[src/rtl/mem_stage_if.sv]
// -----------------------------------------------------------------------------
// mem_stage_if
//   Bus connection between the memory-access stage (master) and the memory
//   bus (slave). Request, grant, address strobe and ready are active-low.
//
//   bus_rd_data  slave -> master  32  read data, valid while bus_rdy_ is low
//   bus_rdy_     slave -> master   1  ready, ends the access (active-low)
//   bus_grnt_    slave -> master   1  grant (active-low)
//   bus_req_     master -> slave   1  request (active-low)
//   bus_as_      master -> slave   1  address strobe (active-low)
//   bus_addr     master -> slave  30  word address
//   bus_rw       master -> slave   1  READ=1, WRITE=0
//   bus_wr_data  master -> slave  32  write data
// -----------------------------------------------------------------------------
interface mem_stage_if;
  logic [31:0] bus_rd_data;
  logic        bus_rdy_;
  logic        bus_grnt_;
  logic        bus_req_;
  logic        bus_as_;
  logic [29:0] bus_addr;
  logic        bus_rw;
  logic [31:0] bus_wr_data;

  modport master (
    input  bus_rd_data, bus_rdy_, bus_grnt_,
    output bus_req_, bus_as_, bus_addr, bus_rw, bus_wr_data
  );

  modport slave (
    output bus_rd_data, bus_rdy_, bus_grnt_,
    input  bus_req_, bus_as_, bus_addr, bus_rw, bus_wr_data
  );
endinterface

[src/rtl/mem_stage.sv]
// -----------------------------------------------------------------------------
// mem_stage
//   Memory-access stage of the five-stage pipeline. Performs word loads and
//   stores over a request/grant/ready bus, flags misaligned accesses, and
//   registers the result into the MEM/WB pipeline register.
//
//   clk, reset        clock (rising edge); asynchronous active-low reset
//   stall, flush      pipeline control: stall holds, flush clears MEM register
//   ex_*              EX/MEM pipeline register contents
//   bus               mem_stage_if master modport
//   busy              stage is waiting on the bus (controller stalls on it)
//   mem_*             MEM/WB pipeline register
// -----------------------------------------------------------------------------
module mem_stage (
  input  logic        clk,
  input  logic        reset,
  input  logic        stall,
  input  logic        flush,
  input  logic [29:0] ex_pc,
  input  logic        ex_en,
  input  logic        ex_br_flag,
  input  logic [1:0]  ex_mem_op,
  input  logic [31:0] ex_mem_wr_data,
  input  logic [1:0]  ex_ctrl_op,
  input  logic [4:0]  ex_dst_addr,
  input  logic        ex_gpr_we_,
  input  logic [2:0]  ex_exp_code,
  input  logic [31:0] ex_out,
  mem_stage_if.master bus,
  output logic        busy,
  output logic [29:0] mem_pc,
  output logic        mem_en,
  output logic        mem_br_flag,
  output logic [1:0]  mem_ctrl_op,
  output logic [4:0]  mem_dst_addr,
  output logic        mem_gpr_we_,
  output logic [2:0]  mem_exp_code,
  output logic [31:0] mem_out
);

  localparam logic [1:0] OP_NOP         = 2'd0;
  localparam logic [1:0] OP_LDW         = 2'd1;
  localparam logic [1:0] OP_STW         = 2'd2;
  localparam logic [1:0] CTRL_OP_NOP    = 2'd0;
  localparam logic [2:0] EXP_NO_EXP     = 3'd0;
  localparam logic [2:0] EXP_MISS_ALIGN = 3'd4;
  localparam logic       BUS_READ       = 1'b1;
  localparam logic       BUS_WRITE      = 1'b0;

  typedef enum logic [1:0] {
    ST_IDLE,
    ST_REQ,
    ST_ACCESS,
    ST_STALL
  } state_e;

  typedef struct packed {
    logic [29:0] pc;
    logic        en;
    logic        br_flag;
    logic [1:0]  ctrl_op;
    logic [4:0]  dst_addr;
    logic        gpr_we_;
    logic [2:0]  exp_code;
    logic [31:0] out;
  } mem_reg_t;

  localparam mem_reg_t MEM_RESET = '{pc: '0, en: 1'b0, br_flag: 1'b0,
                                     ctrl_op: CTRL_OP_NOP, dst_addr: '0,
                                     gpr_we_: 1'b1, exp_code: EXP_NO_EXP,
                                     out: '0};

  state_e      state_q;
  logic [31:0] rd_buf_q;
  mem_reg_t    mem_q;
  mem_reg_t    mem_d;
  logic [31:0] load_data;
  logic [31:0] mem_out_d;
  logic        miss_align;
  logic        access;

  assign miss_align = ex_en && (ex_mem_op != OP_NOP) && (ex_out[1:0] != 2'b00);
  assign access     = ex_en && (ex_mem_op != OP_NOP) && !miss_align &&
                      (ex_exp_code == EXP_NO_EXP) && !flush;

  // Gated by reset so the controller never sees a stall request while the
  // stage is held in reset, whatever the EX inputs look like.
  assign busy = reset && (((state_q == ST_IDLE) && access) ||
                          (state_q == ST_REQ) ||
                          ((state_q == ST_ACCESS) && bus.bus_rdy_));

  // Bus FSM. Once a request is issued it runs to bus_rdy_ regardless of
  // flush; the controller keeps the EX inputs stable until then.
  // NOTE: sequential state uses non-blocking assignments with an async
  // active-low clear, so every flop sees pre-edge values and resets at once.
  always_ff @(posedge clk or negedge reset) begin
    if (!reset) begin
      state_q  <= ST_IDLE;
      rd_buf_q <= '0;
    end else begin
      case (state_q)
        ST_IDLE:   if (access) state_q <= ST_REQ;
        ST_REQ:    if (!bus.bus_grnt_) state_q <= ST_ACCESS;
        ST_ACCESS: begin
          if (!bus.bus_rdy_) begin
            rd_buf_q <= bus.bus_rd_data;
            state_q  <= stall ? ST_STALL : ST_IDLE;
          end
        end
        ST_STALL:  if (!stall) state_q <= ST_IDLE;
        default:   state_q <= ST_IDLE;
      endcase
    end
  end

  // Bus outputs decode from the registered state, so they fall back to idle
  // the instant reset clears the FSM.
  // NOTE: every signal written in always_comb gets a default first, so no
  // path leaves it unassigned and no latch is inferred.
  always_comb begin
    bus.bus_req_     = 1'b1;
    bus.bus_as_      = 1'b1;
    bus.bus_addr     = '0;
    bus.bus_rw       = BUS_READ;
    bus.bus_wr_data  = '0;
    case (state_q)
      ST_REQ: bus.bus_req_ = 1'b0;
      ST_ACCESS: begin
        bus.bus_req_    = 1'b0;
        bus.bus_as_     = 1'b0;
        bus.bus_addr    = ex_out[31:2];
        bus.bus_rw      = (ex_mem_op == OP_STW) ? BUS_WRITE : BUS_READ;
        bus.bus_wr_data = (ex_mem_op == OP_STW) ? ex_mem_wr_data : '0;
      end
      default: ;
    endcase
  end

  // Live bus data on the ready cycle; the buffered copy once the FSM has
  // parked in STALL waiting for the pipeline to move.
  assign load_data = (state_q == ST_ACCESS) ? bus.bus_rd_data : rd_buf_q;

  always_comb begin
    case (ex_mem_op)
      OP_LDW:  mem_out_d = load_data;
      OP_STW:  mem_out_d = '0;
      default: mem_out_d = ex_out;
    endcase
  end

  always_comb begin
    mem_d = MEM_RESET;
    if (flush) begin
      mem_d = MEM_RESET;
    end else if (miss_align) begin
      mem_d = '{pc: ex_pc, en: ex_en, br_flag: ex_br_flag,
                ctrl_op: CTRL_OP_NOP, dst_addr: '0, gpr_we_: 1'b1,
                exp_code: EXP_MISS_ALIGN, out: '0};
    end else begin
      mem_d = '{pc: ex_pc, en: ex_en, br_flag: ex_br_flag,
                ctrl_op: ex_ctrl_op, dst_addr: ex_dst_addr,
                gpr_we_: ex_gpr_we_, exp_code: ex_exp_code, out: mem_out_d};
    end
  end

  always_ff @(posedge clk or negedge reset) begin
    if (!reset) begin
      mem_q <= MEM_RESET;
    end else if (!stall) begin
      mem_q <= mem_d;
    end
  end

  assign mem_pc       = mem_q.pc;
  assign mem_en       = mem_q.en;
  assign mem_br_flag  = mem_q.br_flag;
  assign mem_ctrl_op  = mem_q.ctrl_op;
  assign mem_dst_addr = mem_q.dst_addr;
  assign mem_gpr_we_  = mem_q.gpr_we_;
  assign mem_exp_code = mem_q.exp_code;
  assign mem_out      = mem_q.out;

endmodule

[src/flat_wrapper.sv]
// flat-port wrapper written by rule: the top's interface ports become plain ports
module mem_stage_flat 
  (clk, reset, stall, flush, ex_pc, ex_en, ex_br_flag, ex_mem_op, ex_mem_wr_data, ex_ctrl_op, ex_dst_addr, ex_gpr_we_, ex_exp_code, ex_out, busy, mem_pc, mem_en, mem_br_flag, mem_ctrl_op, mem_dst_addr, mem_gpr_we_, mem_exp_code, mem_out, bus_bus_rd_data, bus_bus_rdy_, bus_bus_grnt_, bus_bus_req_, bus_bus_as_, bus_bus_addr, bus_bus_rw, bus_bus_wr_data);
  mem_stage_if bus_i ();
  input  logic clk;
  input  logic reset;
  input  logic stall;
  input  logic flush;
  input  logic [29:0] ex_pc;
  input  logic ex_en;
  input  logic ex_br_flag;
  input  logic [1:0] ex_mem_op;
  input  logic [31:0] ex_mem_wr_data;
  input  logic [1:0] ex_ctrl_op;
  input  logic [4:0] ex_dst_addr;
  input  logic ex_gpr_we_;
  input  logic [2:0] ex_exp_code;
  input  logic [31:0] ex_out;
  output logic busy;
  output logic [29:0] mem_pc;
  output logic mem_en;
  output logic mem_br_flag;
  output logic [1:0] mem_ctrl_op;
  output logic [4:0] mem_dst_addr;
  output logic mem_gpr_we_;
  output logic [2:0] mem_exp_code;
  output logic [31:0] mem_out;
  input wire logic [$bits(bus_i.bus_rd_data)-1:0] bus_bus_rd_data;
  input wire logic [$bits(bus_i.bus_rdy_)-1:0] bus_bus_rdy_;
  input wire logic [$bits(bus_i.bus_grnt_)-1:0] bus_bus_grnt_;
  output wire logic [$bits(bus_i.bus_req_)-1:0] bus_bus_req_;
  output wire logic [$bits(bus_i.bus_as_)-1:0] bus_bus_as_;
  output wire logic [$bits(bus_i.bus_addr)-1:0] bus_bus_addr;
  output wire logic [$bits(bus_i.bus_rw)-1:0] bus_bus_rw;
  output wire logic [$bits(bus_i.bus_wr_data)-1:0] bus_bus_wr_data;
  assign bus_i.bus_rd_data = bus_bus_rd_data;
  assign bus_i.bus_rdy_ = bus_bus_rdy_;
  assign bus_i.bus_grnt_ = bus_bus_grnt_;
  assign bus_bus_req_ = bus_i.bus_req_;
  assign bus_bus_as_ = bus_i.bus_as_;
  assign bus_bus_addr = bus_i.bus_addr;
  assign bus_bus_rw = bus_i.bus_rw;
  assign bus_bus_wr_data = bus_i.bus_wr_data;
  mem_stage u_core (.clk(clk), .reset(reset), .stall(stall), .flush(flush), .ex_pc(ex_pc), .ex_en(ex_en), .ex_br_flag(ex_br_flag), .ex_mem_op(ex_mem_op), .ex_mem_wr_data(ex_mem_wr_data), .ex_ctrl_op(ex_ctrl_op), .ex_dst_addr(ex_dst_addr), .ex_gpr_we_(ex_gpr_we_), .ex_exp_code(ex_exp_code), .ex_out(ex_out), .bus(bus_i), .busy(busy), .mem_pc(mem_pc), .mem_en(mem_en), .mem_br_flag(mem_br_flag), .mem_ctrl_op(mem_ctrl_op), .mem_dst_addr(mem_dst_addr), .mem_gpr_we_(mem_gpr_we_), .mem_exp_code(mem_exp_code), .mem_out(mem_out));
endmodule
[config.mk]
export PLATFORM = sky130hd
export DESIGN_NAME = mem_stage_flat
export DESIGN_NICKNAME = d
export VERILOG_FILES = /design/src/rtl/mem_stage_if.sv /design/src/rtl/mem_stage.sv /design/src/flat_wrapper.sv
export SDC_FILE = /design/constraint.sdc
export NUM_CORES = 1
export LEC_CHECK = 0
export CAP_MARGIN = 20
export CORE_AREA = 2 2 122 124
export CTS_CLUSTER_DIAMETER = 100
export DETAILED_ROUTE_END_ITERATION = 10
export DIE_AREA = 0 0 124 126
export DONT_BUFFER_PORTS = 1
export HOLD_SLACK_MARGIN = 0.12
export PLACE_DENSITY_LB_ADDON = 0.05
export SLEW_MARGIN = 25
export SYNTH_ARGS = -nofsm -noshare
export SYNTH_HDL_FRONTEND = slang
export SYNTH_SLANG_ARGS = --single-unit
export TNS_END_PERCENT = 1
[constraint.sdc]
create_clock -name clk -period 4.2 [get_ports clk]
set_clock_uncertainty 0.1 [all_clocks]
set_input_delay 0.84 -clock clk [delete_from_list [all_inputs] [get_ports clk]]
set_output_delay 0.84 -clock clk [all_outputs]
set_load 0.01 [all_outputs]
==> metrics.md, run 1 <==
| Metric | Value |
|---|---|
| Status | `finished, final reports clean` |
| Mux cell area share after synthesis | `12.8%` |
| Share of cells above drive strength 1 | `11.6%` |
| Drt first pass iters | `4` |
| Vias in the first global route | `3588` |
| Adder-cell share of the synthesized area | `1.64%` |
| Crit path max-delay family | `buffers and inverters` |
| Ports | `288` |
| CP Max Fanout | `56` |
| Clk buf depth | `2` |
| FILL cells | `1417` |
| Setup violators final | `0` |
| Largest family of logic cells by synthesized area | `compound AO/OA/AOI/OAI gates` |
| Die area | `0.0156 sq mm` |
| First-pass GRT wire length | `21400 microns` |
| Via-to-Cell Ratio | `5.56` |
| Avg Cell Area, Syn | `10.3 sq um` |
| Final nets | `645` |
| Power Dens Cells | `541 mW/mm^2` |
| Core Region | `0.0143 sq mm` |
| Slew headroom | `42.9%` |
| CTS sink cnt | `109` |
| HPWL Detailed | `9970 microns` |
| CTS buffer count | `9` |
| Yosys warnings | `0` |
| Post-CTS Resized | `0` |
| CTS Root Cell | `clkbuf_16` |
| Simple-Gate Fraction of Synth Area | `13.0%` |
| Syn_nets | `670` |
| Critical Path Start Type | `register` |
| Largest stage delay, worst path | `620 ps` |
| GP Congestion | `0.710` |
| Count of cell types in the netlist | `27` |
| # diodes | `0` |
| WL/cell | `22.4 microns` |
| Largest net degree at the start of global routing | `113` |
| Synth top area share | `50.7%` |
| Setup Buffers After CTS | `0` |
| Xor/xnor cell area share of the yosys netlist | `0%` |
| Synth area leader | `dfrtp_1` |
| Critical Path Sink Type | `output port` |
| RSZ-0062 raised after global routing | `false` |
| Max VDD drop | `0.000259 V` |
| Worst Path Arrival | `2480 ps` |
| Buf/Inv on CP | `2` |
| DRC | `0` |
| Fin crit share | `81.3%` |
| Min Tclk post-route | `3420 ps` |
| Sequential area share after synthesis | `51.2%` |
| Hold WS | `235 ps` |
| Max frequency | `293 MHz` |
| Cell Chain, Critical Path | `inv_1, ha_2, buf_4, a221oi_1, nor2b_1` |
| Slew @ Worst Pin | `857 ps` |
| Die Height | `126 microns` |
| Vias | `3765` |
| Routed WL | `15200 microns` |
| Area delta synth->final | `7.49%` |
| Mapped Area | `0.00533 sq mm` |
| PortBufs | `0` |
| Syn Inst Count | `516` |
| Final count of hold timing violations | `0` |
| Initial Util | `37.2%` |
| GRT overflow | `0` |
| Critical path required time | `3260 ps` |
| Max-slew violations | `0` |
| Antenna Violating Nets Remaining | `0` |
| Gr usage total | `18.2%` |
| Leakage | `2.67 nW` |
| Initial drt markers | `214` |
| Clk slew on worst S/H paths | `70 ps` |
| Number of H-tree levels | `3` |
| Tot Pwr | `3.10 mW` |
| Setup CP Type | `register to output port` |
| Max Cap Viol | `0` |
| Synthesized flop and latch total | `109` |
| Fin Setup TNS | `0 ps` |
| Slowest-stage cell, CP | `buf_4` |
| Largest cells by area after synthesis | `dfrtp_1 51%, a22o_1 6.9%, mux2_2 6.8%` |
| Post-synthesis compound-gate area fraction | `15.4%` |
| Hold Crit Class | `input port to asynchronous set/reset pin` |
| Initial antenna violation count | `0` |
| CTS tree | `done` |
| Final core utilization | `40.0%` |
| Die width | `124 microns` |
| Skew-Pair Late Insertion Delay | `350 ps` |
| Row cnt | `44` |
## worst paths after layout
| path | endpoint | depth (start not counted) | slack [ps] | start |
|---|---|---|---|---|
| max in group asynchronous | u_core.rd_buf_q[27]$_DFFE_PN0P_ | 1 | 3240 | reset |
| max | busy | 5 | 780 | u_core.state_q[0]$_DFFE_PN0P_ |
| min reg2reg | u_core.rd_buf_q[1]$_DFFE_PN0P_ | 1 | 410 | u_core.rd_buf_q[1]$_DFFE_PN0P_ |
| min in group clk | u_core.rd_buf_q[1]$_DFFE_PN0P_ | 1 | 410 | u_core.rd_buf_q[1]$_DFFE_PN0P_ |
| max reg2reg | u_core.mem_out[25]$_DFFE_PN0N_ | 6 | 1680 | u_core.state_q[0]$_DFFE_PN0P_ |
| min | u_core.mem_gpr_we_$_DFFE_PN1N_ | 0 | 230 | reset |
## cell type report
cell class | instances | area (sq um) | area share, %
Tap cell | 184 | 230 | 4.02
Clock inverter | 2 | 12.5 | 0.218
Inverter | 39 | 146 | 2.56
Multi-Input combinational cell | 325 | 2300 | 40.1
Clock buffer | 11 | 243 | 4.24
Sequential cell | 109 | 2730 | 47.6
Timing Repair Buffer | 7 | 72.6 | 1.27
## cell usage in the layout, fill, tap and decap left out, types with 2 or more instances in the layout
| cell | instances |
|---|---|
| a21oi_1 | 6 |
| a22o_1 | 42 |
| and3_1 | 32 |
| buf_4 | 6 |
| clkbuf_16 | 9 |
| dfrtp_1 | 108 |
| ha_1 | 6 |
| inv_1 | 39 |
| mux2_2 | 32 |
| mux2i_1 | 32 |
| nand2_1 | 34 |
| nand2b_1 | 32 |
| nor2_1 | 32 |
| nor2b_1 | 2 |
| o21ai_0 | 32 |
| o22ai_1 | 32 |
## power by group
| group | leakage (nW) | internal (mW) | switching [mW] |
|---|---|---|---|
| Combinational | 1.14 | 0.413 | 0.472 |
| Sequential | 1.40 | 1.27 | 0.161 |
| Clock | 0.123 | 0.409 | 0.372 |
| Total | 2.67 | 2.10 | 1.01 |
## cell usage after synthesis, drive strengths merged
library cell / number
nand2b: 32
and3: 32
buf: 15
dfstp: 1
a222oi: 1
dfrtp: 108
a221oi: 1
o22ai: 32
nor2b: 2
o21ai: 32
a22o: 42
nor2: 33
or4: 1
nand2: 34
nor4: 1
nor3: 1
mux2i: 32
inv: 39
ha: 7
o31ai: 1
a31o: 1
o41ai: 1
a21oi: 6
nand3: 1
clkbuf: 28
mux2: 32
## metrics by stage
step	instances	cell area [sq um]	setup slack, ps
floorplan	516	5330	1400
global placement	663	5450	1230
detailed placement	663	5450	1140
CTS	677	5730	744
global route	677	5730	595
finish	677	5730	785
## state kept, by name, indices dropped and copies added (netlist names)
register and flops:
u_core.mem_pc 30, u_core.state_q 2, u_core.mem_out 32, u_core.mem_dst_addr 5, u_core.mem_gpr_we_ 1, u_core.mem_en 1
u_core.mem_ctrl_op 2, u_core.mem_br_flag 1, u_core.rd_buf_q 32, u_core.mem_exp_code 3
## layer usage
| metal | share of wire [%] | vias up | track usage [%] | wire length (microns) |
|---|---|---|---|---|
| met5 | 0 | - | 0 | 0 |
| met4 | 1.5 | 0 | 6.08 | 223 |
| met3 | 8.0 | 14 | 5.12 | 1210 |
| met2 | 46 | 149 | 27.9 | 6910 |
| met1 | 45 | 1870 | 24.9 | 6820 |
| li1 | - | 1732 | - | - |
## what timing repair did
item | in CTS | in global routing
hold buffers | 1 | 0
setup endpoints to repair | 0 | 0
endpoints found under the hold margin | 108 | 0
## kinds of logic (layout without fill, tap and decap cells)
family / Yosys count / count (layout)
AO/OA/AOI/OAI: 117 / 117
adder cells (fa/ha/maj): 7 / 7
buffers and inverters: 82 / 59
flip-flops: 109 / 109
multiplexers: 64 / 64
AND/OR/NAND/NOR: 137 / 137
(Power assumes the default switching activity.)
==> inputs of run 2 (changes only) <==
==> constraint.sdc (replaced) <==
create_clock -name clk -period 2.9 [get_ports clk]
set_clock_uncertainty 0.1 [all_clocks]
set_input_delay 0.58 -clock clk [delete_from_list [all_inputs] [get_ports clk]]
set_output_delay 0.58 -clock clk [all_outputs]
set_load 0.01 [all_outputs]
==> run 2 against run 1 <==
Compared with the run above:
- the flow now finishes with violations (hold timing)
- utilization increased by 1.9 points
- worst hold slack got worse by 410 ps
- sequential share of layout area decreased by 2.2 points
- first-iteration DRC count decreased by 10%
- count of clock-buffer cells in the layout unchanged
- largest power group unchanged
==> metrics.md, run 2 (same netlist as run 1, synthesis figures left out) <==
| Metric | Value |
|---|---|
| Status | `finished with violations (was finished, final reports clean)` |
| Failing checks | `hold timing` |
| Row cnt | `44 (unchanged)` |
| Critical Path Start Type | `register (unchanged)` |
| CTS buffer count | `9 (unchanged)` |
| Min Tclk post-route | `2530 ps` |
| CTS Root Cell | `clkbuf_16 (unchanged)` |
| Critical Path Sink Type | `output port (unchanged)` |
| R2R Path End | `u_core.state_q[1]$_DFFE_PN0P_ (was u_core.mem_out[25]$_DFFE_PN0N_)` |
| Die area | `0.0156 sq mm (unchanged)` |
| Area delta synth->final | `12.7% (was 7.49%)` |
| Initial Util | `37.2% (unchanged)` |
| Max Cap Viol | `0 (unchanged)` |
| Hold Crit Class | `input port to asynchronous set/reset pin (unchanged)` |
| Slew @ Worst Pin | `528 ps (was 857 ps)` |
| CTS sink cnt | `109 (unchanged)` |
| R2r setup slk | `910 ps (was 1680 ps)` |
| Final count of hold timing violations | `108 (was 0)` |
| Initial drt markers | `192 (was 214)` |
| M2 GR Usage | `27.5% (was 27.9%)` |
| DRC | `0 (unchanged)` |
| Clk slew on worst S/H paths | `70 ps (about the same)` |
| Vias in the first global route | `3695 (was 3588)` |
| Fin crit share | `87.1%` |
| # diodes | `0 (unchanged)` |
| Antenna Violating Nets Remaining | `0 (unchanged)` |
| GP Congestion | `0.718 (was 0.710)` |
| Core Region | `0.0143 sq mm (unchanged)` |
| PortBufs | `0 (unchanged)` |
| Initial antenna violation count | `0 (unchanged)` |
| Via-to-Cell Ratio | `5.48 (was 5.56)` |
| First-pass GRT wire length | `22100 microns (was 21400 microns)` |
| Final nets | `675 (was 645)` |
| Drt first pass iters | `4 (unchanged)` |
| GR peak layer | `met2 (unchanged)` |
| Power Dens Cells | `794 mW/mm^2 (was 541 mW/mm^2)` |
| Max frequency | `396 MHz` |
| R2r worst-path depth | `6 (unchanged)` |
| Met1 Usage GRT | `24.9% (about the same)` |
| Number of H-tree levels | `3 (unchanged)` |
| Routed WL | `15200 microns (about the same)` |
| WL/cell | `21.4 microns (was 22.4 microns)` |
| Gr usage total | `18.6% (was 18.2%)` |
| Share of cells above drive strength 1 | `17.0% (was 11.6%)` |
| Setup violators final | `0 (unchanged)` |
| GRT overflow | `0 (unchanged)` |
| RSZ-0062 raised after global routing | `false (unchanged)` |
| Vias | `3882 (was 3765)` |
| R2R Path Start | `u_core.state_q[0]$_DFFE_PN0P_ (unchanged)` |
| Most frequent cells in the layout | `108 x dfrtp_1, 42 x a22o_1, 39 x inv_1 (unchanged)` |
| Setup CP Type | `register to output port (unchanged)` |
| Critical path required time | `2220 ps (was 3260 ps)` |
| Largest net degree at the start of global routing | `113 (unchanged)` |
| Hold WS | `-178 ps (was 235 ps)` |
| Ports | `288 (unchanged)` |
| Post-CTS Resized | `0 (unchanged)` |
| Max-slew violations | `0 (unchanged)` |
| Fin Setup TNS | `0 ps (unchanged)` |
| HPWL Detailed | `10100 microns (was 9970 microns)` |
| Worst Path Arrival | `1850 ps (was 2480 ps)` |
| Die width | `124 microns (unchanged)` |
| Die Height | `126 microns (unchanged)` |
| Commonest non-fill, non-tap cell in the layout | `dfrtp_1 (unchanged)` |
| Slew headroom | `64.8% (was 42.9%)` |
| CTS tree | `done (unchanged)` |
| Leakage | `2.85 nW (was 2.67 nW)` |
| Skew-Pair Late Insertion Delay | `350 ps (about the same)` |
| Met3 usage in global routing | `8.56% (was 5.12%)` |
| Max VDD drop | `0.000437 V (was 0.000259 V)` |
| Setup Buffers After CTS | `0 (unchanged)` |
| CP Max Fanout | `69 (was 56)` |
| Clk buf depth | `2 (unchanged)` |
## run 2: critical path: stages, from the launching register on
cell	delay, ps
dfrtp_1	420
inv_1	110
ha_2	220
buf_12	320
a221oi_1	170
nor2b_1	270
## run 2: routing by layer
metal / vias up / wire length [microns]
li1: 1796 / -
met1: 1919 / 6690
met2: 156 / 6840
met3: 11 / 1490
met4: 0 / 182
met5: - / 0
## run 2: area by class of cell
type | count | area, sq um
clock buffers | 11 | 243
clock inverters | 4 | 72.6
fillers | 1396 | 8310
inverters | 39 | 146
multi-input cells | 325 | 2300
flip-flops and latches | 109 | 2730
well taps | 184 | 230
repair buffers | 37 | 290
## run 2: power by group
part,internal [mW],switching [mW]
Combinational,0.701,0.675
Sequential,1.85,0.229
Clock,0.775,0.546
## run 2: worst max-delay path by stage
stage	start	cells after the start	slack (ps)	to
floorplan	flush	4	620	busy
global placement	flush	4	500	busy
finish	u_core.state_q[0]$_DFFE_PN0P_	5	370	busy
detailed placement	flush	4	500	busy
CTS	u_core.state_q[0]$_DFFE_PN0P_	5	320	busy
global route	u_core.state_q[0]$_DFFE_PN0P_	5	210	busy
## run 2: stage by stage
| step | setup slack [ps] | cell area (sq um) | util (%) | std cells | power (mW) |
|---|---|---|---|---|---|
| after global routing | 212 | 6010 | 42.0 | 709 | 5.06 |
| after global placement | 496 | 5690 | 39.8 | 694 | 3.46 |
| after CTS | 322 | 6010 | 42.0 | 709 | 4.84 |
| final | 373 | 6010 | 42.0 | 709 | 4.77 |
| after floorplan | 624 | 5330 | - | 516 | 3.12 |
| after detailed placement | 503 | 5690 | 39.8 | 694 | 3.50 |
==> inputs of run 3 (changes only) <==
--- a/config.mk
+++ b/config.mk
@@ -5,11 +5,12 @@
 export SDC_FILE = /design/constraint.sdc
 export NUM_CORES = 1
 export LEC_CHECK = 0
+export ABC_AREA = 1
 export CAP_MARGIN = 20
-export CORE_AREA = 2 2 122 124
-export CTS_CLUSTER_DIAMETER = 100
+export CORE_AREA = 2 2 126 128
+export CTS_CLUSTER_DIAMETER = 60
 export DETAILED_ROUTE_END_ITERATION = 10
-export DIE_AREA = 0 0 124 126
+export DIE_AREA = 0 0 128 130
 export DONT_BUFFER_PORTS = 1
 export HOLD_SLACK_MARGIN = 0.12
 export PLACE_DENSITY_LB_ADDON = 0.05
==> run 3 against run 2 <==
Compared with the run above:
- the flow still finishes with violations (hold timing)
- clock power shrank 5%
- sequential cell count is the same
- sequential power barely moved
- critical path type unchanged
- largest cell class unchanged
==> metrics.md, run 3 <==
| Metric | Value |
|---|---|
| Status | `finished with violations (unchanged)` |
| Failing checks | `hold timing (unchanged)` |
| Die width | `128 microns (was 124 microns)` |
| Syn_nets | `864 (was 670)` |
| Vias in the first global route | `4310 (was 3695)` |
| Pre-CTS setup slack | `647 ps (was 503 ps)` |
| Commonest non-fill, non-tap cell in the layout | `nand2_1 (was dfrtp_1)` |
| CTS sink cnt | `109 (unchanged)` |
| Slew @ Worst Pin | `799 ps (was 528 ps)` |
| Critical Path Sink Type | `output port (unchanged)` |
| Hold Crit Class | `input port to asynchronous set/reset pin (unchanged)` |
| PortBufs | `0 (unchanged)` |
| Slew headroom | `46.7% (was 64.8%)` |
| Largest cells by area after synthesis | `dfrtp_1 48%, nand2_1 15%, inv_1 9.1% (was dfrtp_1 51%, a22o_1 6.9%, mux2_2 6.8%)` |
| Share of cells above drive strength 1 | `12.5% (was 17.0%)` |
| Mapped Area | `0.00566 sq mm (was 0.00533 sq mm)` |
| Yosys warnings | `0 (unchanged)` |
| Final instance area | `0.00627 sq mm (was 0.00601 sq mm)` |
| Leakage | `3.58 nW (was 2.85 nW)` |
| # diodes | `0 (unchanged)` |
| Post-synth top flop | `dfrtp_1 (unchanged)` |
| Sequential area share after synthesis | `48.2% (was 51.2%)` |
| CP Max Fanout | `33 (was 69)` |
| Most frequent cell after synthesis | `nand2_1 (was dfrtp_1)` |
| Most Frequent Cell on Critical Path | `buf_4` |
| Setup ws final | `469 ps (was 373 ps)` |
| RSZ-0062 raised after global routing | `false (unchanged)` |
| Drt first pass iters | `6 (was 4)` |
| Max frequency | `411 MHz (was 396 MHz)` |
| Power Dens Cells | `710 mW/mm^2 (was 794 mW/mm^2)` |
| Routed WL | `15700 microns (was 15200 microns)` |
| Critical Path Start Type | `register (unchanged)` |
| Synth top area share | `47.7% (was 50.7%)` |
| Largest stage delay, worst path | `420 ps (about the same)` |
| Initial Util | `36.7% (was 37.2%)` |
| Setup violators final | `0 (unchanged)` |
| HPWL Detailed | `11000 microns (was 10100 microns)` |
| Cell Chain, Critical Path | `inv_1, ha_4, nand2_1, buf_4, nor2_1, buf_4 (was inv_1, ha_2, buf_12, a221oi_1, nor2b_1)` |
| Number of H-tree levels | `3 (unchanged)` |
| Core Region | `0.0154 sq mm (was 0.0143 sq mm)` |
| FFs w/ async S/R, synth | `100% (unchanged)` |
| Max-slew violations | `0 (unchanged)` |
| Largest net degree at the start of global routing | `111 (was 113)` |
| Fin cells | `913 (was 709)` |
| Count of cell types in the netlist | `23 (was 27)` |
| Die area | `0.0166 sq mm (was 0.0156 sq mm)` |
| DP Cell Count | `897 (was 694)` |
| Crit path max-delay family | `buffers and inverters (unchanged)` |
| Fin Setup TNS | `0 ps (unchanged)` |
| Avg Cell Area, Syn | `7.98 sq um (was 10.3 sq um)` |
| Post-synth top cells | `232 x nand2_1, 138 x inv_1, 108 x dfrtp_1 (was 108 x dfrtp_1, 42 x a22o_1, 39 x inv_1)` |
| Clk buf depth | `2 (unchanged)` |
| GP Congestion | `0.781 (was 0.718)` |
| WL/cell | `17.2 microns (was 21.4 microns)` |
| First-pass GRT wire length | `23400 microns (was 22100 microns)` |
| Worst Path Arrival | `1750 ps (was 1850 ps)` |
| Hold WS | `-177 ps (was -178 ps)` |
| Max VDD drop | `0.000286 V (was 0.000437 V)` |
| Setup Buffers After CTS | `0 (unchanged)` |
| Vias | `4496 (was 3882)` |
| DRC | `0 (unchanged)` |
| Slowest-stage cell, CP | `dfrtp_1 (unchanged)` |
| CTS Root Cell | `clkbuf_16 (unchanged)` |
| Most frequent cells in the layout | `232 x nand2_1, 138 x inv_1, 108 x dfrtp_1 (was 108 x dfrtp_1, 42 x a22o_1, 39 x inv_1)` |
| Row cnt | `46 (was 44)` |
| CTS tree | `done (unchanged)` |
| Area delta synth->final | `10.7% (was 12.7%)` |
| Initial drt markers | `196 (was 192)` |
| Syn Inst Count | `710 (was 516)` |
| Critical path required time | `2220 ps (about the same)` |
| Final nets | `870 (was 675)` |
| Number of enable flip-flop cells after synthesis | `0 (unchanged)` |
| Max Cap Viol | `0 (unchanged)` |
| Setup CP Type | `register to output port (unchanged)` |
| Fin crit share | `83.8% (was 87.1%)` |
| Final core utilization | `40.7% (was 42.0%)` |
| Post-CTS Resized | `0 (unchanged)` |
| Synthesized flop and latch total | `109 (unchanged)` |
| Initial antenna violation count | `0 (unchanged)` |
| Final count of hold timing violations | `109 (was 108)` |
| Skew-Pair Late Insertion Delay | `350 ps (about the same)` |
| Min Tclk post-route | `2430 ps (was 2530 ps)` |
| GRT overflow | `0 (unchanged)` |
| Die Height | `130 microns (was 126 microns)` |
| Buf/Inv on CP | `3 (was 2)` |
| CTS buffer count | `9 (unchanged)` |
| Via-to-Cell Ratio | `4.92 (was 5.48)` |
| Ports | `288 (unchanged)` |
| Post-DP Area | `0.00597 sq mm (was 0.00569 sq mm)` |
| Antenna Violating Nets Remaining | `0 (unchanged)` |
| Clk slew on worst S/H paths | `80 ps (was 70 ps)` |
| Gr usage total | `18.4% (was 18.6%)` |
| Synth area leader | `dfrtp_1 (unchanged)` |
## run 3: changes by cell type after synthesis, moves of 31 or more
cell / before / now
o22ai_1: 32 / 0
mux2_2: 32 / 0
inv_1: 39 / 138
o21ai_2: 0 / 31
nand2_1: 34 / 232
nand2b_1: 32 / 0
mux2i_1: 32 / 0
and3_1: 32 / 0
o211ai_1: 0 / 32
## run 3: path summary, 6_finish.rpt
path	startpoint	depth (start not counted)	slack, ps	end
max	u_core.state_q[0]$_DFFE_PN0P_	6	470	bus_bus_wr_data[10]
min	reset	0	-180	u_core.mem_out[8]$_DFFE_PN0N_
max reg2reg	u_core.state_q[0]$_DFFE_PN0P_	7	850	u_core.rd_buf_q[27]$_DFFE_PN0P_
min reg2reg	u_core.rd_buf_q[30]$_DFFE_PN0P_	2	380	u_core.rd_buf_q[30]$_DFFE_PN0P_
max in group asynchronous	reset	0	2690	u_core.mem_gpr_we_$_DFFE_PN1N_
min in group clk	ex_dst_addr[4]	2	240	u_core.mem_dst_addr[4]$_DFFE_PN0N_
## run 3: through the flow
| stage | power, mW | hold WS [ps] |
|---|---|---|
| final | 4.45 | -177 |
| after global routing | 4.76 | -206 |
| after CTS | 4.53 | -199 |
| after detailed placement | 3.24 | 187 |
| after global placement | 3.21 | 187 |
| after floorplan | 3.01 | 184 |
## run 3: final cells by class
cell class	instances	area, sq um
Multi-Input combinational cell	418	2160
Clock inverter	5	58.8
Timing Repair Buffer	38	310
Fill cell	1584	9150
Clock buffer	11	243
Tap cell	192	240
Sequential cell	109	2730
Inverter	140	526
## run 3: kinds of logic (layout without fill, tap and decap cells)
family	count (synthesis)	in the layout	synth area share [%]
buffers and inverters	183	194	13.8
adders and majority gates	7	7	1.55
DFF	109	109	48.2
AOI/OAI and AO/OA	138	138	17.9
and+or+nand+nor	273	273	18.5
## run 3: power by group
part           internal (mW)  switching, mW
Sequential              1.82          0.234
Clock                  0.696          0.567
Combinational          0.412          0.720
Total                   2.93           1.52
## run 3: routing by layer
layer  GRT usage, %  wire [microns]
met3           5.66            1200
met2           33.4            7910
met1           20.1            6260
met5              0               0
met4           7.56             361
